`config.mk`:
```
export PLATFORM = sky130hd
export DESIGN_NAME = bus_fabric
export DESIGN_NICKNAME = d
export VERILOG_FILES = /design/src/rtl/bus_fabric.sv
export SDC_FILE = /design/constraint.sdc
export NUM_CORES = 1
export LEC_CHECK = 0
export CORE_AREA = 2 2 178 180
export DETAILED_ROUTE_END_ITERATION = 16
export DIE_AREA = 0 0 180 182
export PLACE_DENSITY = 0.59
export SLEW_MARGIN = 20
export SYNTH_ARGS = -nofsm -noshare
export SYNTH_HDL_FRONTEND = slang
export SYNTH_SLANG_ARGS = --single-unit
```
`constraint.sdc`:
```
create_clock -name clk -period 2.95 [get_ports clk]
set_clock_uncertainty 0.2 [all_clocks]
set_input_delay 0.295 -clock clk [delete_from_list [all_inputs] [get_ports clk]]
set_output_delay 0.295 -clock clk [all_outputs]
set_load 0.05 [all_outputs]
```
`src/rtl/bus_fabric.sv`:
```
// Registered single-master interconnect: decodes the master address into one
// of NUM_SLAVES base/mask windows, drives registered slave strobes, returns a
// one-cycle ready/fault response and keeps a saturating fault count.
//
// state  | meaning
// IDLE   | waiting for a read or write request from the master
// ACTIVE | one slave selected, waiting for its ready or for the timer to expire
// RESP   | ready_out (and fault_out on error) presented to the master for one cycle
module bus_fabric #(
  parameter int                         NUM_SLAVES = 8,
  parameter int                         DATA_W     = 32,
  parameter logic [NUM_SLAVES*32-1:0]   SLAVE_BASE = {NUM_SLAVES{32'h0}},
  parameter logic [NUM_SLAVES*32-1:0]   SLAVE_MASK = {NUM_SLAVES{32'hFFFFFFFF}},
  parameter int                         TIMEOUT    = 255
) (
  input  logic                         clk,
  input  logic                         reset_n,
  input  logic [31:0]                  address_in,
  input  logic                         read_in,
  input  logic                         write_in,
  input  logic [DATA_W/8-1:0]          write_mask_in,
  input  logic [DATA_W-1:0]            write_value_in,
  output logic [DATA_W-1:0]            read_value_out,
  output logic                         ready_out,
  output logic                         fault_out,
  output logic [NUM_SLAVES-1:0]        sel_out,
  output logic [31:0]                  address_out,
  output logic                         read_out,
  output logic [DATA_W/8-1:0]          write_mask_out,
  output logic [DATA_W-1:0]            write_value_out,
  input  logic [NUM_SLAVES*DATA_W-1:0] read_value_in,
  input  logic [NUM_SLAVES-1:0]        ready_in,
  output logic [15:0]                  fault_count_out
);

  localparam int         MASK_W  = DATA_W / 8;
  // The wait timer counts down from TIMEOUT-1; expiry at zero gives exactly
  // TIMEOUT cycles of slave select before the fault response.
  localparam logic [15:0] TMR_LOAD = 16'(TIMEOUT - 1);

  typedef enum logic [1:0] {
    IDLE,
    ACTIVE,
    RESP
  } state_t;

  state_t                state_q, state_d;
  logic [NUM_SLAVES-1:0] sel_q, sel_d;
  logic [31:0]           addr_q, addr_d;
  logic                  read_q, read_d;
  logic [MASK_W-1:0]     wmask_q, wmask_d;
  logic [DATA_W-1:0]     wdata_q, wdata_d;
  logic [DATA_W-1:0]     rdata_q, rdata_d;
  logic                  ready_q, ready_d;
  logic                  fault_q, fault_d;
  logic [15:0]           fcnt_q, fcnt_d;
  logic [15:0]           tmr_q, tmr_d;

  logic [NUM_SLAVES-1:0] hit_vec;
  logic [NUM_SLAVES-1:0] hit_onehot;
  logic [DATA_W-1:0]     slave_rdata;
  logic                  slave_ready;
  logic                  req_legal;

  // Window match for every slave against the live master address.
  always_comb begin
    hit_vec = '0;
    for (int i = 0; i < NUM_SLAVES; i++) begin
      hit_vec[i] = ((address_in & SLAVE_MASK[i*32 +: 32]) == SLAVE_BASE[i*32 +: 32]);
    end
  end

  // Isolating the lowest set bit gives lowest-index priority on overlapping windows.
  assign hit_onehot = hit_vec & (~hit_vec + NUM_SLAVES'(1));
  assign req_legal  = (|hit_vec) && !(read_in && write_in);

  // Read data / ready from the selected slave only; unselected slots are masked off.
  always_comb begin
    slave_rdata = '0;
    for (int i = 0; i < NUM_SLAVES; i++) begin
      if (sel_q[i]) begin
        slave_rdata = slave_rdata | read_value_in[i*DATA_W +: DATA_W];
      end
    end
  end

  assign slave_ready = |(ready_in & sel_q);

  // Next-state and registered-output computation.
  always_comb begin
    state_d = state_q;
    sel_d   = sel_q;
    addr_d  = addr_q;
    read_d  = read_q;
    wmask_d = wmask_q;
    wdata_d = wdata_q;
    rdata_d = '0;
    ready_d = 1'b0;
    fault_d = 1'b0;
    fcnt_d  = fcnt_q;
    tmr_d   = tmr_q;

    unique case (state_q)
      IDLE: begin
        if (read_in || write_in) begin
          if (req_legal) begin
            sel_d   = hit_onehot;
            addr_d  = address_in;
            read_d  = read_in;
            wmask_d = write_in ? write_mask_in : '0;
            wdata_d = write_value_in;
            tmr_d   = TMR_LOAD;
            state_d = ACTIVE;
          end else begin
            ready_d = 1'b1;
            fault_d = 1'b1;
            state_d = RESP;
          end
        end
      end
      ACTIVE: begin
        // Ready takes priority over expiry in the same cycle.
        if (slave_ready) begin
          rdata_d = slave_rdata;
          ready_d = 1'b1;
          sel_d   = '0;
          read_d  = 1'b0;
          wmask_d = '0;
          state_d = RESP;
        end else if (tmr_q == 16'd0) begin
          ready_d = 1'b1;
          fault_d = 1'b1;
          sel_d   = '0;
          read_d  = 1'b0;
          wmask_d = '0;
          state_d = RESP;
        end else begin
          tmr_d = tmr_q - 16'd1;
        end
      end
      RESP: begin
        state_d = IDLE;
      end
      default: begin
        state_d = IDLE;
      end
    endcase

    if (fault_d && (fcnt_q != 16'hFFFF)) begin
      fcnt_d = fcnt_q + 16'd1;
    end
  end

  // State and output registers with synchronous active-low reset.
  always_ff @(posedge clk) begin
    if (!reset_n) begin
      state_q <= IDLE;
      sel_q   <= '0;
      addr_q  <= '0;
      read_q  <= 1'b0;
      wmask_q <= '0;
      wdata_q <= '0;
      rdata_q <= '0;
      ready_q <= 1'b0;
      fault_q <= 1'b0;
      fcnt_q  <= '0;
      tmr_q   <= '0;
    end else begin
      state_q <= state_d;
      sel_q   <= sel_d;
      addr_q  <= addr_d;
      read_q  <= read_d;
      wmask_q <= wmask_d;
      wdata_q <= wdata_d;
      rdata_q <= rdata_d;
      ready_q <= ready_d;
      fault_q <= fault_d;
      fcnt_q  <= fcnt_d;
      tmr_q   <= tmr_d;
    end
  end

  assign sel_out         = sel_q;
  assign address_out     = addr_q;
  assign read_out        = read_q;
  assign write_mask_out  = wmask_q;
  assign write_value_out = wdata_q;
  assign read_value_out  = rdata_q;
  assign ready_out       = ready_q;
  assign fault_out       = fault_q;
  assign fault_count_out = fcnt_q;

endmodule

```
Word-level counts from Yosys, hierarchy flattened

Index checks and enable logic that the tools add are counted.

Flip-flop bits (word level): 145
Bits in latches: 0
Bits in writable memories: 0
Memory bits (read-only): 0
Word-level logic and storage cells: 87
Memories: 0

$add $sub $neg: 3
Multiply operators: 0
Div/mod/pow operators: 0
Order comparisons: 0
Equality and inequality tests: 7
Shift operators: 0
Muxes and demuxes: 41
Bitwise operators: 10
Reductions and logical operators: 15

Operators with widths:

| cell                    | number |
|---|---|
| $mux W32                | 8 |
| $or A32 B32 Y32         | 7 |
| $mux W16                | 4 |
| $logic_not A32 Y1       | 1 |
| $mux W8                 | 4 |
| $pmux W16 S2            | 1 |
| $mux W4                 | 5 |
| $add A16 B1 Y16 const B | 1 |
| $and A8 B8 Y8           | 2 |
| $logic_not A16 Y1       | 1 |
| $ne A16 B16 Y1 const B  | 1 |
| $pmux W8 S2             | 1 |
| $sub A16 B1 Y16 const B | 1 |
| $mux W1                 | 9 |
| $add A8 B1 Y8 const B   | 1 |
| $mux W2                 | 4 |
| $ne A2 B2 Y1 const B    | 4 |
| $not A8 Y8              | 1 |
| $pmux W4 S2             | 1 |
| $reduce_or A8 Y1        | 1 |
| $pmux W1 S2             | 3 |
| $reduce_and A3 Y1       | 2 |
| $reduce_and A5 Y1       | 1 |
| $pmux W2 S2             | 1 |
| 9 further kinds         | 11 |

Depth between registers and ports, before layout

Depth after elaboration: 15
Gate-level depth with buffers: 10
Depth with buffers taken out: 8

Least setup slack after synthesis

Ideal clock, no wire load.

Path kind: register to register
From: register fcnt_q[0], in the netlist fault_count_out[0]
To: register fcnt_q[5], in the netlist fault_count_out[5]
Library setup time: 0.072 ns
Arrival time: 2.288 ns
Data required time: 2.678 ns
Path slack: 0.390 ns
Cell stages (with the launch flop): 9
Path buffers: 1
Clock period less this slack: 2.560 ns
Cell sequence: dfxtp_1 ha_1 inv_1 nor4_1 a31oi_1 a21boi_1 buf_2 nand4_1 mux2i_1

Longest elaborated chain between the ends: 2
Elaborated cells on any way between the ends: 3

RTL lines:

| item                                                    | RTL line | text |
|---|---|---|
| start: declaration                                      | 56       | `logic [15:0] fcnt_q, fcnt_d;` |
| start signal: assignment                                | 178      | `fcnt_q <= fcnt_d;` |
| branches (longest 2 deep; another with $add A16 B1 Y16) | --       |  |

Parallel ways; which one is timed is not known.
A chain may end at the register's enable or synchronous reset.

Final worst setup path

From: register tmr_q[0]
To: register fcnt_q[8], in the netlist fault_count_out[8]

Longest elaborated chain between the ends: 5

RTL lines:

| item                     | RTL line | text |
|---|---|---|
| start: declaration       | 57       | `logic [15:0] tmr_q, tmr_d;` |
| start signal: assignment | 179      | `tmr_q <= tmr_d;` |
| $logic_not A16 Y1        | 130      | `end else if (tmr_q == 16'd0) begin` |
| $mux W1                  | 130      |  |
| $mux W1                  | 123      | `if (slave_ready) begin` |
| $pmux W1 S2              | 103      | `unique case (state_q)` |
| $logic_and A1 B1 Y1      | 149      | `if (fault_d && (fcnt_q != 16'hFFFF)) begin` |

Every way passes these cells.

==> results.ini <==
[floorplan]
pin_count = 463
die_height_um = 182
row_count = 65
initial_core_util_pct = 15.95
die_w_um = 180
die_area_um2 = 32760
core_area_um2 = 30990

[yosys]
synthMuxAreaShare_pct = 1.443
syn_inst = 543
yosys.area_share.adder_pct = 0.5063
synth_compound_area_share_pct = 9.544
synth-simple-area-share_pct = 26.86
synth_cell_types = 47
yosysTopAreaCell = dfxtp_1
yosys-top-cells-area = dfxtp_1, nand2_1, a21oi_1
synthXorXnorAreaFrac_pct = 1.772
seq_area_frac_synth_pct = 55.90
synth.top_cell.area_share_pct = 55.90
synth_edf_count = 0
synth_top_family_by_area = simple AND/OR/NAND/NOR gates
netlist_area_um2 = 4942
netlist_top_cells_count = dfxtp_1, nand2_1, a21oi_1
yosys_warnings = 0
dominantRegCellSynth = dfxtp_1
postSynth.asyncResetShare_pct = 0
synth_seq_cells = 138
synth_most_common_cell = dfxtp_1
avgSynthCellArea_um2 = 9.102

[routing]
via_count = 4544
dr.pass1.iters = 4
ant_nets = 0
vias_per_cell = 3.838
drc = 0
routed_wl_um = 15370
post_drt_wl_per_cell_um = 12.98
drt_iter0_markers = 130

[worst_setup_path]
slowest_delay_ns = 0.51
reg2reg_depth = 8
cp_cell_sequence = inv_1 -> ha_1 -> or3b_1 -> or4_4 -> buf_4 -> a21bo_1 -> or4_1 -> a21oi_1
cp_max_fo = 6
crit_path_end_kind = flip-flop
required_ns = 3.10
rr_startpoint = tmr_q[0]
crit_type = reg -> reg
cp-start-kind = flip-flop
startpoint = tmr_q[0]
crit_slowest_cell = or4_4
crit_arrival_ns = 2.85

[outcome]
outcome = finished clean

[timing]
rsz0062_at_grt = false
setup_viol = 0
slew_headroom_pct = 49.69
max_clock_freq_mhz = 369.3
whs_ns = 0.2263
fin_crit_sh_pct = 91.78
worst_pin_slew_ns = 0.7536
fin_tns_setup_ns = 0
finalHoldViolCount = 0
min_period_ns = 2.708
drv_slew = 0

[placement]
dp_hpwl_um = 11110
gp_congestion = 0.7661
portBuffers = 224

[pwr]
power_w = 0.004268
ir_drop_mv = 0.2727
p_leak_nw = 3.045
p_per_area_nw_per_um2 = 517.1

[clock_network]
cts.htree.levels = 4
clkTransAtPathRegs_ns = 0.07
cts.sinks = 138
cts_buffers = 17
root_buffer = clkbuf_16
cts_buffer_depth = 2
clkLatencyLatePin_ns = 0.42
cts_tree = yes

[global_routing]
antenna_found_initial = 0
grt_max_degree = 53
gr-total-overflow = 0
grt_pass1_vias = 4411
grt_pass1_wl_um = 23830
track_usage_pct = 9.293

[final_layout]
fillers = 3284
diodes = 0
layout-drive-gt1-share_pct = 7.033
post-route-util_pct = 26.63
nets = 1107
syn_to_final_growth_pct = 66.99

[min_path]
holdPathStages = 3
hp-start = write_value_in[29]
hp-class = in -> reg

[flow_run]
maxCapViolCount = 0

## per-stage QoR
step           worst slack, ns  cells  cell area (um^2)
6_report                0.2424   1184              8253
3_3_place_gp           0.08995   1152              7670
2_1_floorplan           0.3904    549              4965
4_1_cts                0.08130   1184              8249
5_1_grt                 0.1253   1184              8253
3_5_place_dp           0.06666   1152              7670
## repair_timing
item / 4_1_cts / 5_1_grt
hold buffers: 0 / 0
gates resized for setup: 0 / 1
buffers inserted: 0 / 0
setup endpoints to repair: 0 / 7
## critical path: cells and delay by family (launching register included)
kind | cells | cell delay [ns]
fa+ha+maj | 1 | 0.17
simple gates | 3 | 1.31
buf+inv | 2 | 0.23
flops | 1 | 0.34
compound gates | 2 | 0.38
## kinds of logic after synthesis
logic type               Yosys count
AO/OA/AOI/OAI                     82
adder cells (fa/ha/maj)            2
AND/OR/NAND/NOR                  260
flip-flops                       138
buffers and inverters             43
XOR/XNOR                          10
other                              1
multiplexers                       7
## flip-flops by register name, summed over array words and instances, names as in the netlist
register	flops
address_out	32
fault_count_out	16
fault_out	1
read_out	1
read_value_out	32
ready_out	1
sel_out	1
state_q	2
tmr_q	16
write_mask_out	4
write_value_out	32
## metal layers
layer	GRT usage (%)	wire length [um]
met5	0	0
met4	3.675	205
met3	4.252	1420
met2	15.17	7333
met1	10.56	6414
## cell usage in the layout (no fill, tap or decap), types with 8 or more instances in the layout
| cell type | Yosys | routed |
|---|---|---|
| and3_1 | 38 | 38 |
| buf_4 | 7 | 12 |
| nand2b_1 | 8 | 8 |
| nand2_1 | 91 | 91 |
| xnor2_1 | 10 | 10 |
| clkdlybuf4s50_1 | 0 | 223 |
| nand3_1 | 18 | 18 |
| dfxtp_1 | 138 | 138 |
| nor4_1 | 11 | 11 |
| nor2_1 | 23 | 23 |
| a21oi_1 | 54 | 54 |
| clkbuf_16 | 0 | 17 |
| nor3_1 | 13 | 12 |
| and2_1 | 33 | 33 |
## power by group
| group | switching, W | internal, W | leakage (nW) | total, W |
|---|---|---|---|---|
| sequential | 0.00000894 | 0.00187 | 1.11 | 0.00188 |
| clock | 0.000932 | 0.00120 | 0.282 | 0.00213 |
| combinational | 0.000112 | 0.000149 | 1.65 | 0.000261 |
## cell type report
type | instances | area (um^2) | area share, %
clock inverter | 15 | 153.9 | 1.865
multi-input combinational | 368 | 2018 | 24.45
inverter | 6 | 22.52 | 0.2729
tap | 402 | 503.0 | 6.095
clock buffer | 17 | 425.4 | 5.155
timing repair buffer | 238 | 2367 | 28.68
sequential | 138 | 2763 | 33.47
## path summary, 6_finish.rpt
path	endpoint	slack [ns]
worst min register to register	write_value_out[2]	0.25
worst max-delay path	fault_count_out[8]	0.24
worst min-delay path	write_value_out[29]	0.23
worst max register to register	fault_count_out[8]	0.24
Power figures use the tool's default switching activity.
